$ cat config.mk
export PLATFORM = sky130hd
export DESIGN_NAME = usb_line_state_flat
export DESIGN_NICKNAME = d
export VERILOG_FILES = /design/src/rtl/usb_line_state.sv /design/src/rtl/usb_line_state_if.sv /design/src/flat_wrapper.sv
export SDC_FILE = /design/constraint.sdc
export NUM_CORES = 1
export LEC_CHECK = 0
export ABC_AREA = 0
export BUFFER_PORTS_ARGS = -buffer_cell sky130_fd_sc_hd__buf_4
export CORE_MARGIN = 2
export CORE_UTILIZATION = 62
export CTS_CLUSTER_SIZE = 8
export DETAILED_ROUTE_END_ITERATION = 7
export GPL_ROUTABILITY_DRIVEN = 0
export PLACE_DENSITY = 0.83
export SLEW_MARGIN = 20
export SYNTH_ARGS = -nofsm -noshare
export SYNTH_HDL_FRONTEND = slang
export SYNTH_SLANG_ARGS = --single-unit
$ cat constraint.sdc
create_clock -name clk -period 2.9 [get_ports clk]
set_clock_uncertainty 0.2 [all_clocks]
set_input_delay 0.58 -clock clk [delete_from_list [all_inputs] [get_ports clk]]
set_output_delay 0.58 -clock clk [all_outputs]
set_load 0.01 [all_outputs]
$ cat src/rtl/usb_line_state.sv
// usb_line_state: USB front-end line-state stage.
// Synchronises raw D+/D-, decodes SE0/J/K/SE1, glitch-filters the decoded
// state, and tracks bus idle (suspend) and resume signalling.
// Optional feature macro: USB_LS_SE1_ERR_EN adds a sticky se1_err flag.
// Speed selection comes from types::USB_FULL_SPEED. It can be overridden
// per instance through the FULL_SPEED parameter.

package types;
  // 1 = full speed (J = D+ high), 0 = low speed (J = D- high)
  parameter bit USB_FULL_SPEED = 1'b1;
endpackage

module usb_line_state #(
  parameter int unsigned SYNC_STAGES    = 2,
  parameter int unsigned FILT_LEN       = 3,
  parameter int unsigned SUSPEND_CYCLES = 144000,
  parameter bit          FULL_SPEED     = types::USB_FULL_SPEED
) (
  input logic             clk,
  input logic             reset_ni,
  usb_line_state_if.slave bus
);

  // Line-state encoding. The registered state doubles as the observable
  // state of this block (bus.line_state).
  typedef enum logic [1:0] {
    LS_SE0 = 2'd0,
    LS_J   = 2'd1,
    LS_K   = 2'd2,
    LS_SE1 = 2'd3
  } ls_e;

  // Parameters below their minimum are clamped so the datapath stays well formed.
  localparam int unsigned SYNC_N = (SYNC_STAGES < 2) ? 2 : SYNC_STAGES;
  localparam int unsigned FILT_N = (FILT_LEN < 1) ? 1 : FILT_LEN;
  localparam int unsigned SUSP_N = (SUSPEND_CYCLES < 1) ? 1 : SUSPEND_CYCLES;

  localparam int unsigned STAB_W = $clog2(FILT_N + 1);
  localparam int unsigned IDLE_W = $clog2(SUSP_N + 1);

  localparam logic [STAB_W-1:0] STAB_MAX = STAB_W'(FILT_N);
  localparam logic [STAB_W-1:0] STAB_ONE = STAB_W'(1);
  localparam logic [IDLE_W-1:0] IDLE_MAX = IDLE_W'(SUSP_N);
  localparam logic [IDLE_W-1:0] IDLE_ONE = IDLE_W'(1);

  // Pin levels of an idle (J) bus. The synchroniser resets to these so that
  // coming out of reset never looks like SE0 to the reset detector.
  localparam logic IDLE_DP = FULL_SPEED ? 1'b1 : 1'b0;
  localparam logic IDLE_DN = FULL_SPEED ? 1'b0 : 1'b1;

  // Synchroniser chains; the last stage is the synchronised pin
  logic [SYNC_N-1:0] r_dp_sync;
  logic [SYNC_N-1:0] r_dn_sync;

  // Glitch filter: previous decoded state and its run length
  ls_e               r_prev_dec;
  logic [STAB_W-1:0] r_stab;

  // Registered outputs
  ls_e               r_line_state;
  logic              r_se0;
  logic              r_j;
  logic              r_k;
  logic              r_line_change;
  logic              r_suspend;
  logic              r_resume;
  logic [IDLE_W-1:0] r_idle;

  // Combinational next-state values
  logic              w_dp_s;
  logic              w_dn_s;
  ls_e               w_dec;
  logic [STAB_W-1:0] w_stab_next;
  logic              w_update;
  ls_e               w_ls_next;
  logic [IDLE_W-1:0] w_idle_next;
  logic              w_suspend_next;
  logic              w_resume_next;

  // Map pin pair to line state; J/K polarity depends on bus speed
  function automatic ls_e decode(input logic dp, input logic dn);
    ls_e res;
    case ({dp, dn})
      2'b00:   res = LS_SE0;
      2'b11:   res = LS_SE1;
      2'b10:   res = FULL_SPEED ? LS_J : LS_K;
      default: res = FULL_SPEED ? LS_K : LS_J;
    endcase
    return res;
  endfunction

  assign w_dp_s = r_dp_sync[SYNC_N-1];
  assign w_dn_s = r_dn_sync[SYNC_N-1];

  // Shift raw pins through the synchroniser chains
  always_ff @(posedge clk or negedge reset_ni) begin
    if (!reset_ni) begin
      r_dp_sync <= {SYNC_N{IDLE_DP}};
      r_dn_sync <= {SYNC_N{IDLE_DN}};
    end else begin
      r_dp_sync <= {r_dp_sync[SYNC_N-2:0], bus.dp_i};
      r_dn_sync <= {r_dn_sync[SYNC_N-2:0], bus.dn_i};
    end
  end

  // Filter: count how long the decoded state has held, including this cycle.
  // Accept the state once it has held FILT_N cycles and differs from the
  // current line state.
  always_comb begin
    w_dec       = decode(w_dp_s, w_dn_s);
    w_stab_next = STAB_ONE;
    if (w_dec == r_prev_dec) begin
      w_stab_next = (r_stab == STAB_MAX) ? r_stab : (r_stab + STAB_ONE);
    end
    w_update  = (w_stab_next == STAB_MAX) && (w_dec != r_line_state);
    w_ls_next = w_update ? w_dec : r_line_state;
  end

  // Idle tracking: a line-state update always wins over counter saturation.
  // Any update leaves J or enters J from a non-idle state, so it clears the
  // counter and suspend. A K accepted while suspended is a resume.
  always_comb begin
    w_idle_next    = '0;
    w_suspend_next = 1'b0;
    w_resume_next  = 1'b0;
    if (w_update) begin
      w_resume_next = (w_dec == LS_K) && r_suspend;
    end else if (r_line_state == LS_J) begin
      w_idle_next    = (r_idle == IDLE_MAX) ? r_idle : (r_idle + IDLE_ONE);
      w_suspend_next = r_suspend || (r_idle == IDLE_MAX);
    end
  end

  // Filter state registers
  always_ff @(posedge clk or negedge reset_ni) begin
    if (!reset_ni) begin
      r_prev_dec <= LS_J;
      r_stab     <= '0;
    end else begin
      r_prev_dec <= w_dec;
      r_stab     <= w_stab_next;
    end
  end

  // Line state and its one-hot decodes, registered together
  always_ff @(posedge clk or negedge reset_ni) begin
    if (!reset_ni) begin
      r_line_state  <= LS_J;
      r_se0         <= 1'b0;
      r_j           <= 1'b1;
      r_k           <= 1'b0;
      r_line_change <= 1'b0;
    end else begin
      r_line_state  <= w_ls_next;
      r_se0         <= (w_ls_next == LS_SE0);
      r_j           <= (w_ls_next == LS_J);
      r_k           <= (w_ls_next == LS_K);
      r_line_change <= w_update;
    end
  end

  // Idle counter, suspend level and resume strobe
  always_ff @(posedge clk or negedge reset_ni) begin
    if (!reset_ni) begin
      r_idle    <= '0;
      r_suspend <= 1'b0;
      r_resume  <= 1'b0;
    end else begin
      r_idle    <= w_idle_next;
      r_suspend <= w_suspend_next;
      r_resume  <= w_resume_next;
    end
  end

`ifdef USB_LS_SE1_ERR_EN
  logic r_se1_err;

  // Sticky SE1 flag: set when SE1 is accepted, cleared only by reset
  always_ff @(posedge clk or negedge reset_ni) begin
    if (!reset_ni) begin
      r_se1_err <= 1'b0;
    end else if (w_update && (w_dec == LS_SE1)) begin
      r_se1_err <= 1'b1;
    end
  end

  assign bus.se1_err = r_se1_err;
`endif

  assign bus.dp_s        = w_dp_s;
  assign bus.dn_s        = w_dn_s;
  assign bus.line_state  = r_line_state;
  assign bus.se0         = r_se0;
  assign bus.j           = r_j;
  assign bus.k           = r_k;
  assign bus.line_change = r_line_change;
  assign bus.suspend     = r_suspend;
  assign bus.resume      = r_resume;

endmodule

$ cat src/rtl/usb_line_state_if.sv
// usb_line_state_if: pin and status bundle between the PHY-side line-state
// stage and its consumers (reset detector, suspend logic, bit recovery).
// The se1_err member exists only when USB_LS_SE1_ERR_EN is defined.
//
// Handshake note: this bundle carries level signals plus single-cycle
// strobes, with no valid/ready pair. dp_i/dn_i are asynchronous raw
// levels. line_state/se0/j/k/suspend are registered levels. line_change
// and resume are one-clock strobes that are valid on the cycle they are
// high and need no acknowledge.
interface usb_line_state_if;
  logic       dp_i;
  logic       dn_i;
  logic       dp_s;
  logic       dn_s;
  logic [1:0] line_state;
  logic       se0;
  logic       j;
  logic       k;
  logic       line_change;
  logic       suspend;
  logic       resume;
`ifdef USB_LS_SE1_ERR_EN
  logic       se1_err;
`endif

  // PHY / environment side: drives raw pins, observes decoded status
  modport master (
    output dp_i,
    output dn_i,
    input  dp_s,
    input  dn_s,
    input  line_state,
    input  se0,
    input  j,
    input  k,
    input  line_change,
    input  suspend,
`ifdef USB_LS_SE1_ERR_EN
    input  se1_err,
`endif
    input  resume
  );

  // Line-state block side
  modport slave (
    input  dp_i,
    input  dn_i,
    output dp_s,
    output dn_s,
    output line_state,
    output se0,
    output j,
    output k,
    output line_change,
    output suspend,
`ifdef USB_LS_SE1_ERR_EN
    output se1_err,
`endif
    output resume
  );
endinterface

$ cat src/flat_wrapper.sv
// flat-port wrapper written by rule: the top's interface ports become plain ports
module usb_line_state_flat 
#(
  parameter int unsigned SYNC_STAGES    = 2,
  parameter int unsigned FILT_LEN       = 3,
  parameter int unsigned SUSPEND_CYCLES = 144000,
  parameter bit          FULL_SPEED     = types::USB_FULL_SPEED
)
  (clk, reset_ni, bus_dp_i, bus_dn_i, bus_dp_s, bus_dn_s, bus_line_state, bus_se0, bus_j, bus_k, bus_line_change, bus_suspend, bus_resume);
  usb_line_state_if bus_i ();
  input logic clk;
  input logic reset_ni;
  input wire logic [$bits(bus_i.dp_i)-1:0] bus_dp_i;
  input wire logic [$bits(bus_i.dn_i)-1:0] bus_dn_i;
  output wire logic [$bits(bus_i.dp_s)-1:0] bus_dp_s;
  output wire logic [$bits(bus_i.dn_s)-1:0] bus_dn_s;
  output wire logic [$bits(bus_i.line_state)-1:0] bus_line_state;
  output wire logic [$bits(bus_i.se0)-1:0] bus_se0;
  output wire logic [$bits(bus_i.j)-1:0] bus_j;
  output wire logic [$bits(bus_i.k)-1:0] bus_k;
  output wire logic [$bits(bus_i.line_change)-1:0] bus_line_change;
  output wire logic [$bits(bus_i.suspend)-1:0] bus_suspend;
  output wire logic [$bits(bus_i.resume)-1:0] bus_resume;
  assign bus_i.dp_i = bus_dp_i;
  assign bus_i.dn_i = bus_dn_i;
  assign bus_dp_s = bus_i.dp_s;
  assign bus_dn_s = bus_i.dn_s;
  assign bus_line_state = bus_i.line_state;
  assign bus_se0 = bus_i.se0;
  assign bus_j = bus_i.j;
  assign bus_k = bus_i.k;
  assign bus_line_change = bus_i.line_change;
  assign bus_suspend = bus_i.suspend;
  assign bus_resume = bus_i.resume;
  usb_line_state #(.SYNC_STAGES(SYNC_STAGES), .FILT_LEN(FILT_LEN), .SUSPEND_CYCLES(SUSPEND_CYCLES), .FULL_SPEED(FULL_SPEED)) u_core (.clk(clk), .reset_ni(reset_ni), .bus(bus_i));
endmodule
# --- Yosys cells after proc, flatten, opt, wreduce, memory -nomap -nowiden ---
# Cells that the tools add are included.
classes:
  n_eq_ne: 12
  addsub: 2
  muxes: 10
  n_reduce_logical: 5
ops:
  columns: ["operator", "n"]
  rows:
  - ["18-bit two-way mux", 3]
  - ["18-bit by 1-bit adder with 18-bit output (second input constant)", 1]
  - ["18-bit equality test (second input constant)", 1]
  - ["2-bit equality test (second input constant)", 6]
  - ["2-bit two-way mux", 3]
  - ["2-bit case mux with 3 select lines", 1]
  - ["2-bit by 1-bit equality test with 1-bit output (second input constant)", 2]
  - ["2-bit logical NOT", 2]
  - ["1-bit two-way mux", 3]
  - ["3-bit by 2-bit inequality test with 1-bit output (second input constant)", 1]
  - ["2-bit by 1-bit adder with 2-bit output (second input constant)", 1]
  - ["2-bit equality test", 1]
  - ["1-bit logical AND", 2]
  - ["2-bit inequality test", 1]
  - ["1-bit logical OR", 1]
word_totals:
  reg_bits: 34
  inputBits: 4
  elab_cells: 41

# --- Longest topological paths before layout ---
# Gate-level depths: netlist of the first run.
depth:
  depth_word: 8
  ltp_mapped: 6

# --- Worst setup path after synthesis of the first run ---
# No wires, ideal clock.
synth_timing:
  path_kind: "reg2reg"
  start: "register u_core.r_dp_sync[1]"
  end: "register u_core.r_suspend (netlist: u_core.bus.suspend)"
  path_buffers: 1
  arrival_time_ps: 1571
  stages_incl_launch_ff: 6
  slack_ps: 1007
  setup_time_ps: 121
  path_cell_list: "dfstp_2 xnor2_1 nand3_1 o211ai_2 buf_2 nor2_1"
synth_via:
  elab_chain_len: 7
  elab_cells_between_ends: 10
synth_rtl:
  columns: ["item", "line", "source"]
  rows:
  - ["start, declared", "usb_line_state.sv:52", "logic [SYNC_N-1:0] r_dp_sync;"]
  - ["start signal, assigned", "usb_line_state.sv:98", "r_dp_sync <= {SYNC_N{IDLE_DP}};"]
  - ["start signal, assigned", "usb_line_state.sv:101", "r_dp_sync <= {r_dp_sync[SYNC_N-2:0], bus.dp_i};"]
  - ["2-bit equality test / 2-bit logical NOT (equally long branches)", "usb_line_state.sv:83", "case ({dp, dn})"]
  - ["2-bit case mux with 3 select lines *", "usb_line_state.sv:83", null]
  - ["2-bit equality test", "usb_line_state.sv:112", "if (w_dec == r_prev_dec) begin"]
  - ["2-bit two-way mux", "usb_line_state.sv:112", null]
  - ["2-bit equality test", "usb_line_state.sv:115", "w_update = (w_stab_next == STAB_MAX) && (w_dec != r_line_state);"]
  - ["1-bit logical AND *", "usb_line_state.sv:115", null]
  - ["1-bit two-way mux *", "usb_line_state.sv:126", "if (w_update) begin"]
  - ["via u_core.w_suspend_next", "usb_line_state.sv:77", "logic w_suspend_next;"]
  - ["end signal, assigned", "usb_line_state.sv:170", "r_suspend <= w_suspend_next;"]
  - ["end, declared", "usb_line_state.sv:65", "logic r_suspend;"]
# The timed path passes the listed nets; every way through them passes the cells marked *.
# A chain may end at the register's enable or synchronous reset.

# --- Worst setup path in the final report of the first run ---
layout_timing:
  start: "register u_core.r_dp_sync[1]"
  end: "register u_core.r_idle[4]"
layout_via:
  elab_chain_len: 7
  elab_cells_between_ends: 11
layout_rtl:
  columns: ["item", "line", "source"]
  rows:
  - ["2-bit equality test / 2-bit logical NOT (equally long branches)", "usb_line_state.sv:83", null]
  - ["2-bit case mux with 3 select lines *", "usb_line_state.sv:83", null]
  - ["2-bit equality test", "usb_line_state.sv:112", null]
  - ["2-bit two-way mux", "usb_line_state.sv:112", null]
  - ["2-bit equality test", "usb_line_state.sv:115", null]
  - ["1-bit logical AND *", "usb_line_state.sv:115", null]
  - ["3-bit by 2-bit inequality test with 1-bit output (no line) / 18-bit two-way mux (equally long branches)", null, null]
  - ["end signal, assigned", "usb_line_state.sv:169", "r_idle <= w_idle_next;"]
  - ["end, declared", "usb_line_state.sv:67", "logic [IDLE_W-1:0] r_idle;"]
# Mark *: on every way between the ends. The rest lies on a longest branch, timed or not.

==> out/results.tsv, run 1 <==
stage	metric	value	unit
run_status	status	complete, no violations	
global_routing	antenna_found_initial	0	
global_routing	grt_pass1_wl	4860	µm
timing	setup-tns-final	0	ps
synth	seq_area_frac_synth	55.9	%
cells_and_area	num_antenna_cells	0	
synth	yosysUniqueCellTypes	32	
global_routing	grt_start_max_net_pins	35	
timing	final_max_slew_viol_count	0	
clocking	clk_pin_slew	90	ps
clocking	cts_sinks	34	
synth	synth_ff_type	dfrtp_1	
timing	hold_slack	149	ps
critical_path	worstSetupEndpointType	flop	
pwr	cellLeakagePower	0.728	nW
clocking	cts_tree	yes	
detailed_routing	vias	1106	
hold_path	min_path_type	in -> reg	
critical_path	ff2ff_setup_slack	840	ps
critical_path	start_kind	flop	
critical_path	timing.rr.start	u_core.r_dp_sync[1]	
synth	synth_fp_nets	148	
timing	fmax	485	MHz
global_routing	overflow	0	
synth	syn_area	1530	µm²
detailed_routing	via_per_inst	5.79	
placement	post-place-cells	182	
pwr	finalPower	1.08	mW
placement	dpl_cell_area	1660	µm²
floorplanning	die_w	53.7	µm
timing	finalCriticalPeriod	2060	ps
clocking	root_buffer	clkbuf_4	
global_routing	grt_pass1_vias	1043	
timing	rsz0062_at_grt	false	
floorplanning	core	2410	µm²
timing	finalHoldViolations	0	
floorplanning	dieArea	2890	µm²
detailed_routing	drt_iter0_drc	35	
floorplanning	dieHeight	53.7	µm
cells_and_area	layout-drive-gt1-share	20.5	%
cells_and_area	fin_util	72.0	%
critical_path	arrival	2090	ps
hold_path	hold_path.startpoint	bus_dn_i	
clocking	clock_latency	340	ps
synth	synth.avg_cell_area	10.8	µm²
synth	synth_edf_count	0	
detailed_routing	first_pass_iters	4	
critical_path	r2r-end	u_core.r_idle[4]	
floorplanning	io_pins	14	
global_routing	grt_usage	24.5	%
synth	ys_async_sr_fraction	100	%
synth	ys_ff_latch	34	
timing	worst_pin_slew	439	ps
cells_and_area	nets	166	
detailed_routing	drc	0	
clocking	cts_buffer_depth	2	
placement	portBuffers	13	
detailed_routing	routed_wl	2840	µm
job	max_cap_viol_count	0	
synth	syn_inst	142	
cells_and_area	area_delta_synth_final	13.1	%
timing	relSlewSlack	70.6	%
critical_path	critPathRequiredTime	2930	ps
placement	place_hpwl	1990	µm
clocking	htree_levels	2	
synth	ys_warn_count	0	
clocking	numCtsBuffers	5	
floorplanning	start_util	63.7	%
cells_and_area	finalInstanceArea	1730	µm²
pwr	p_per_area	623	nW/µm²
critical_path	crit_type	reg -> reg	
critical_path	path_max_fanout	10	
hold_path	min_path_cells	1	
cells_and_area	fill_cells	182	
detailed_routing	ant_nets	0	
timing	layout_setup_ws	837	ps
timing	min_period_over_period	71.2	%
hold_path	min_delay_worst_endpoint	u_core.r_dn_sync[0]	
pwr	ir_drop	612	µV
timing	setup_viol	0	
critical_path	rr_worst_depth	5	
placement	dp_slack	855	ps
detailed_routing	routedWlPerCell	14.8	µm
cells_and_area	final_cells	191	
floorplanning	row_count	18	
flip-flops by register name, summed over array words and instances (netlist names):
register	count
u_core.bus.line_change	1
u_core.r_dn_sync	2
u_core.bus.line_state	2
u_core.bus.j	1
u_core.bus.resume	1
u_core.bus.k	1
u_core.r_prev_dec	2
u_core.r_idle	18
u_core.bus.suspend	1
u_core.bus.se0	1
u_core.r_stab	2
u_core.r_dp_sync	2
critical path, stage by stage, from the launching register on:
cell and delay, ps:
dfstp_2 600, xnor2_1 170, nand3_1 220, o211ai_2 450
buf_4 260, nor2_1 60
cell usage after synthesis, types with 3 or more instances:
cell,count,area (µm²)
nor3_1,9,45.0
clkbuf_1,4,15.0
or3_1,3,18.8
nor2_1,17,63.8
nand3_1,5,25.0
nor4_1,5,31.3
inv_1,6,22.5
nor2b_1,3,18.8
nand4_1,7,43.8
nand2_1,3,11.3
dfstp_2,5,131
xnor2_1,15,131
or4_1,3,22.5
xor2_1,3,26.3
a21oi_1,5,25.0
dfrtp_1,29,726
timing repair:
item,4_1_cts,5_1_grt
setup buffers,0,0
gates resized for setup,0,0
endpoints found under the hold margin,29,0
hold buffers,1,0
metal layers:
metal | up-vias | GRT usage (%) | share of wire [%]
li1 | 531 | - | -
met1 | 542 | 33.0 | 45
met5 | - | 0 | 0
met4 | 0 | 7.69 | 1.7
met2 | 28 | 36.8 | 48
met3 | 5 | 9.17 | 5.5
where the power goes:
group	total (mW)	switching (mW)	internal [mW]
sequential	0.582	0.0480	0.534
clock	0.270	0.153	0.117
combinational	0.227	0.118	0.109
total	1.08	0.319	0.761
cell families (layout without fill, tap and decap cells):
group	Yosys count	in the layout	synth area share, %
buffers and inverters	11	30	2.77
XOR/XNOR	18	18	10.3
AO/OA/AOI/OAI	11	11	5.06
multiplexers	2	2	1.47
adder cells (fa/ha/maj)	2	2	1.63
flip-flops	34	34	55.9
AND/OR/NAND/NOR	64	64	22.9
placed cells by master (no fill, tap or decap), drive strengths merged, types with 2 or more instances in the layout:
cell / instances
buf: 15
mux2: 2
dfstp: 5
nor2b: 3
nor3: 9
nand2: 3
or3: 3
dfrtp: 29
nand4: 7
nand3: 7
nor4: 5
xnor2: 15
or4: 3
clkbuf: 7
and3: 2
nor2: 17
xor2: 3
o211ai: 2
a21oi: 5
inv: 6
ha: 2
worst max path at each step:
stage | startpoint | to | cells past startpoint
finish | u_core.r_dp_sync[1] | u_core.r_idle[4] | 5
global route | u_core.r_dp_sync[1] | u_core.r_idle[2] | 5
CTS | u_core.r_dp_sync[1] | u_core.r_idle[3] | 5
detailed placement | u_core.r_dp_sync[1] | u_core.r_idle[4] | 5
global placement | u_core.r_idle[2] | u_core.r_idle[17] | 5
floorplan | u_core.r_dp_sync[1] | u_core.bus.suspend | 5
cell type report:
| type | instances | area (µm²) | area share [%] |
|---|---|---|---|
| flip-flops and latches | 34 | 857 | 49.4 |
| multi-input cells | 97 | 634 | 36.6 |
| well taps | 30 | 37.5 | 2.16 |
| clock inverters | 1 | 5.00 | 0.289 |
| inverters | 6 | 22.5 | 1.30 |
| repair buffers | 16 | 123 | 7.07 |
| clock buffers | 7 | 55.1 | 3.17 |
Note: power is estimated with default switching activity, not from simulation.
==> run 2, diff against run 1 <==
--- a/config.mk
+++ b/config.mk
@@ -8,11 +8,11 @@
 export ABC_AREA = 0
 export BUFFER_PORTS_ARGS = -buffer_cell sky130_fd_sc_hd__buf_4
 export CORE_MARGIN = 2
-export CORE_UTILIZATION = 62
+export CORE_UTILIZATION = 57
 export CTS_CLUSTER_SIZE = 8
 export DETAILED_ROUTE_END_ITERATION = 7
 export GPL_ROUTABILITY_DRIVEN = 0
-export PLACE_DENSITY = 0.83
+export PLACE_DENSITY = 0.77
 export SLEW_MARGIN = 20
 export SYNTH_ARGS = -nofsm -noshare
 export SYNTH_HDL_FRONTEND = slang
==> constraint.sdc (replaced) <==
create_clock -name clk -period 2.15 [get_ports clk]
set_clock_uncertainty 0.2 [all_clocks]
set_input_delay 0.43 -clock clk [delete_from_list [all_inputs] [get_ports clk]]
set_output_delay 0.43 -clock clk [all_outputs]
set_load 0.01 [all_outputs]
==> run 2 against run 1 <==
Compared with the run above:
- register-to-register slack lost 690 ps
- clock power grew 37%
- combinational power grew 55%
- setup slack lost 690 ps
- critical endpoint is now u_core.r_idle[2]
- first-iteration DRC count grew 5.7%
- sequential cell count is the same
- cell count grew 2.1%
==> out/results.tsv, run 2 (synthesis gave the netlist of run 1 again) <==
stage	metric	value	unit	change
timing	setup-tns-final	0	ps	unchanged
timing	worst_pin_slew	412	ps	-27.1 ps
cells_and_area	num_antenna_cells	0		unchanged
detailed_routing	drc	0		unchanged
cells_and_area	area_delta_synth_final	16.4	%	
clocking	clock_latency	330	ps	about the same
critical_path	start_kind	flop		
timing	setup_viol	0		unchanged
floorplanning	core	2520	µm²	+4.7%
timing	finalHoldViolations	0		unchanged
cells_and_area	layout_common_cells	29 x dfrtp_1, 17 x nor2_1, 16 x buf_4		
timing	finalCriticalPeriod	2000	ps	-59.2 ps
clocking	clk_pin_slew	100	ps	about the same
clocking	root_buffer	clkbuf_4		
global_routing	grt_pass1_wl	5290	µm	+9.0%
global_routing	grt_start_max_net_pins	35		unchanged
floorplanning	dieHeight	55.9	µm	+4.0%
timing	fmax	499	MHz	+3.0%
floorplanning	io_pins	14		unchanged
placement	place_hpwl	2070	µm	+4.3%
critical_path	critPathRequiredTime	2160	ps	-770 ps
detailed_routing	drt_iter0_drc	37		+5.7%
pwr	cellLeakagePower	0.750	nW	+3.1%
pwr	finalPower	1.50	mW	+39%
run_status	status	complete, no violations		
cells_and_area	finalInstanceArea	1790	µm²	+3.0%
critical_path	path_max_fanout	6		-4
timing	min_period_over_period	93.2	%	+22 points
critical_path	crit_type	reg -> reg		
placement	portBuffers	13		unchanged
clocking	cts_buffer_depth	2		unchanged
clocking	htree_levels	2		unchanged
global_routing	overflow	0		unchanged
detailed_routing	routed_wl	2920	µm	+3.1%
clocking	cts_tree	yes		
clocking	ctsResizeCount	0		unchanged
floorplanning	row_count	18		unchanged
detailed_routing	vias	1156		+4.5%
cells_and_area	fin_util	70.8	%	-1.2 points
timing	final_max_slew_viol_count	0		unchanged
cells_and_area	regMostFlops	u_core.r_idle		
detailed_routing	first_pass_iters	4		unchanged
detailed_routing	ant_nets	0		unchanged
cells_and_area	final_common_cell	dfrtp_1		
cells_and_area	largest_reg_flops	18		unchanged
clocking	numCtsBuffers	5		unchanged
pwr	p_per_area	841	nW/µm²	+35%
detailed_routing	via_per_inst	5.93		+2.4%
pwr	ir_drop	752	µV	+23%
placement	dpl_cell_area	1690	µm²	+1.7%
timing	relSlewSlack	72.5	%	+1.9 points
clocking	cts_setup_buffers	0		unchanged
floorplanning	die_w	55.9	µm	+4.0%
job	max_cap_viol_count	0		unchanged
global_routing	grt_pass1_vias	1148		+10%
floorplanning	dieArea	3120	µm²	+8.1%
floorplanning	start_util	60.8	%	-2.8 points
clocking	cts_sinks	34		unchanged
cells_and_area	nets	170		+2.4%
timing	rsz0062_at_grt	false		
cells_and_area	layout-drive-gt1-share	21.8	%	+1.3 points
hold_path	min_path_type	reg -> reg		
detailed_routing	routedWlPerCell	15.0	µm	+0.95%
global_routing	antenna_found_initial	0		unchanged
critical_path	worstSetupEndpointType	flop		
clocking	postCtsHoldBufs	3		+2
global_routing	grt_usage	21.8	%	-2.7 points
critical_path	arrival	2010	ps	-80 ps
[run 2: changes by cell type in the layout (fill, tap and decap cells not counted), sizes merged]
cell,change
buf,+2
clkinvlp,+1
dlygate4sd3,+2
clkbuf,-1
[run 2: worst paths after layout]
check,cells after the start,endpoint,slack [ps],start
worst max-delay path,4,u_core.r_idle[2],150,u_core.r_idle[11]
min in group asynchronous,2,u_core.r_stab[0],360,reset_ni
worst min-delay path,0,u_core.r_dn_sync[1],170,u_core.r_dn_sync[0]
max in group asynchronous,2,u_core.r_dp_sync[0],1060,reset_ni
worst max register to register,4,u_core.r_idle[2],150,u_core.r_idle[11]
worst min register to register,0,u_core.r_dn_sync[1],170,u_core.r_dn_sync[0]
[run 2: metrics by stage]
stage,hold WS [ps],setup WS (ps),instances
floorplan,-65.6,257,142
global placement,138,231,184
detailed placement,144,178,184
CTS,163,148,195
global route,165,77.1,195
finish,167,146,195
[run 2: final cells by class]
cell class	count	area [µm²]
Clock inverter	2	12.5
Sequential cell	34	857
Tap cell	30	37.5
Fill cell	207	737
Timing Repair Buffer	20	170
Clock buffer	6	51.3
Multi-Input combinational cell	97	634
Inverter	6	22.5
[run 2: critical path: stages, from the launching register on]
cell	delay, ps
dfrtp_1	450
or4_1	560
or3_1	370
o211ai_1	210
a21oi_1	90
[run 2: where the power goes]
part	switching, mW	internal (mW)
clock	0.212	0.157
combinational	0.177	0.174
sequential	0.0606	0.721
total	0.450	1.05
[run 2: per-layer routing]
metal	share of wire [%]	vias to the layer above	GRT usage [%]
li1	-	541	-
met1	47	582	30.0
met2	48	28	33.5
met3	4.0	5	4.88
met4	1.6	0	9.18
met5	0	-	0
==> run 3, diff against run 2 <==
--- a/config.mk
+++ b/config.mk
@@ -6,13 +6,14 @@
 export NUM_CORES = 1
 export LEC_CHECK = 0
 export ABC_AREA = 0
-export BUFFER_PORTS_ARGS = -buffer_cell sky130_fd_sc_hd__buf_4
 export CORE_MARGIN = 2
-export CORE_UTILIZATION = 57
+export CORE_UTILIZATION = 61
 export CTS_CLUSTER_SIZE = 8
 export DETAILED_ROUTE_END_ITERATION = 7
+export DONT_BUFFER_PORTS = 1
 export GPL_ROUTABILITY_DRIVEN = 0
 export PLACE_DENSITY = 0.77
+export SETUP_SLACK_MARGIN = 0.3
 export SLEW_MARGIN = 20
 export SYNTH_ARGS = -nofsm -noshare
 export SYNTH_HDL_FRONTEND = slang
==> run 3 against run 2 <==
Compared with the run above:
- first-iteration DRC count unchanged
- setup slack better by 76 ps
- total power fell by 0.44%
- via count is 0.52% lower
- die area decreased by 6.1%
- non-clock buffer count is 3 lower
- sequential power increased by 4.5%
- design area rose by 3.0%
==> out/results.tsv, run 3 (synthesis gave the netlist of run 1 again) <==
stage	metric	value	unit	change
cells_and_area	area_delta_synth_final	19.9	%	
critical_path	startpoint	u_core.r_idle[5]		
detailed_routing	first_pass_iters	4		unchanged
cells_and_area	fill_cells	143		-31%
global_routing	antenna_found_initial	0		unchanged
cells_and_area	regMostFlops	u_core.r_idle		
detailed_routing	routed_wl	3140	µm	+7.5%
timing	finalHoldViolations	0		unchanged
critical_path	timing.rr.start	u_core.r_idle[5]		
timing	rsz0062_at_grt	true		
global_routing	grt_pass1_wl	5570	µm	+5.2%
floorplanning	dieHeight	54.1	µm	-3.1%
clocking	cts_sinks	34		unchanged
cells_and_area	layout_common_cells	24 x dfrtp_1, 17 x nor2_1, 15 x xnor2_1		
timing	min_period_over_period	89.7	%	-3.5 points
clocking	clk_pin_slew	100	ps	about the same
detailed_routing	drc	0		unchanged
pwr	cellLeakagePower	0.737	nW	-1.8%
timing	fmax	519	MHz	+3.9%
global_routing	grt_pass1_vias	1224		+6.6%
pwr	finalPower	1.49	mW	-0.44%
clocking	root_buffer	clkbuf_4		
cells_and_area	layout-drive-gt1-share	29.6	%	+7.8 points
cells_and_area	final_common_cell	dfrtp_1		
placement	portBuffers	0		-13
timing	final_max_slew_viol_count	0		unchanged
critical_path	ff2ff_setup_slack	220	ps	+80 ps
cells_and_area	nets	167		-1.8%
timing	finalCriticalPeriod	1930	ps	-75.8 ps
floorplanning	start_util	63.1	%	+2.3 points
floorplanning	io_pins	14		unchanged
detailed_routing	vias	1150		-0.52%
critical_path	start_kind	flop		
critical_path	critPathRequiredTime	2160	ps	about the same
timing	worst_pin_slew	376	ps	-35.8 ps
pwr	p_per_area	813	nW/µm²	-3.4%
hold_path	min_path_type	reg -> reg		
timing	hold_slack	162	ps	-4.40 ps
critical_path	worstSetupEndpointType	flop		
detailed_routing	ant_nets	0		unchanged
clocking	numCtsBuffers	5		unchanged
cells_and_area	fin_util	75.6	%	+4.8 points
pwr	ir_drop	830	µV	+10%
placement	place_hpwl	2030	µm	-2.2%
clocking	htree_levels	2		unchanged
detailed_routing	via_per_inst	5.99		+1.0%
detailed_routing	drt_iter0_drc	37		unchanged
clocking	cts_tree	yes		
timing	setup-tns-final	0	ps	unchanged
clocking	clock_latency	320	ps	about the same
run_status	status	complete, no violations		
critical_path	arrival	1940	ps	-70 ps
cells_and_area	num_antenna_cells	0		unchanged
global_routing	grt_start_max_net_pins	35		unchanged
hold_path	hold_path.startpoint	u_core.r_dp_sync[0]		
critical_path	path_max_fanout	4		-2
timing	setup_viol	0		unchanged
cells_and_area	largest_reg_flops	18		unchanged
clocking	cts_buffer_depth	2		unchanged
floorplanning	dieArea	2930	µm²	-6.1%
floorplanning	core	2430	µm²	-3.6%
floorplanning	die_w	54.1	µm	-3.1%
floorplanning	row_count	18		unchanged
detailed_routing	routedWlPerCell	16.4	µm	+9.1%
job	max_cap_viol_count	0		unchanged
global_routing	overflow	0		unchanged
timing	relSlewSlack	74.7	%	+2.2 points
global_routing	grt_usage	27.6	%	+5.8 points
critical_path	crit_type	reg -> reg		
==> run 3: what timing repair did <==
item,CTS,global route
hold buffers,4,0
endpoints found under the hold margin,36,0
pin swaps,3,0
gates resized for setup,9,4
buffers inserted,8,0
endpoints found under the setup margin,4,7
==> run 3: final timing paths <==
kind	to	cells past startpoint
max in group asynchronous	u_core.r_dp_sync[0]	2
min reg2reg	u_core.r_dp_sync[1]	0
max	u_core.r_idle[2]	4
max reg2reg	u_core.r_idle[2]	4
min	u_core.r_dp_sync[1]	0
min in group asynchronous	u_core.r_idle[0]	2
==> run 3: stage by stage <==
stage	area (µm²)	std cells	setup slack [ps]
3_3_place_gp	1610	172	249
4_1_cts	1820	192	252
2_1_floorplan	1550	142	303
6_report	1840	192	222
3_5_place_dp	1610	172	230
5_1_grt	1840	192	171
==> run 3: layout make-up <==
cell class,count,area [µm²],share of cell area [%]
inverter,6,22.5,1.22
sequential,34,863,46.9
clock buffer,8,78.8,4.29
tap,30,37.5,2.04
timing repair buffer,17,148,8.03
multi-input combinational,97,689,37.5
==> run 3: routing by layer <==
metal  GRT usage [%]  part of all wire, %  up-vias
li1                -                    -      532
met2            41.4                   48       42
met5               0                    0        -
met3            7.78                  6.3       15
met4            16.7                  3.9        0
met1            35.5                   42      561
==> run 3: critical path: stages (launching register included) <==
cell,delay (ps)
dfrtp_1,440
or4_4,540
or3_4,360
o211ai_1,180
a21oi_1,100
==> run 3: where the power goes <==
part	internal [mW]	leakage, nW	total [mW]	switching (mW)
registers	0.723	0.432	0.816	0.0926
clock network	0.223	0.0446	0.420	0.197
logic	0.117	0.260	0.259	0.142
total	1.06	0.737	1.49	0.431
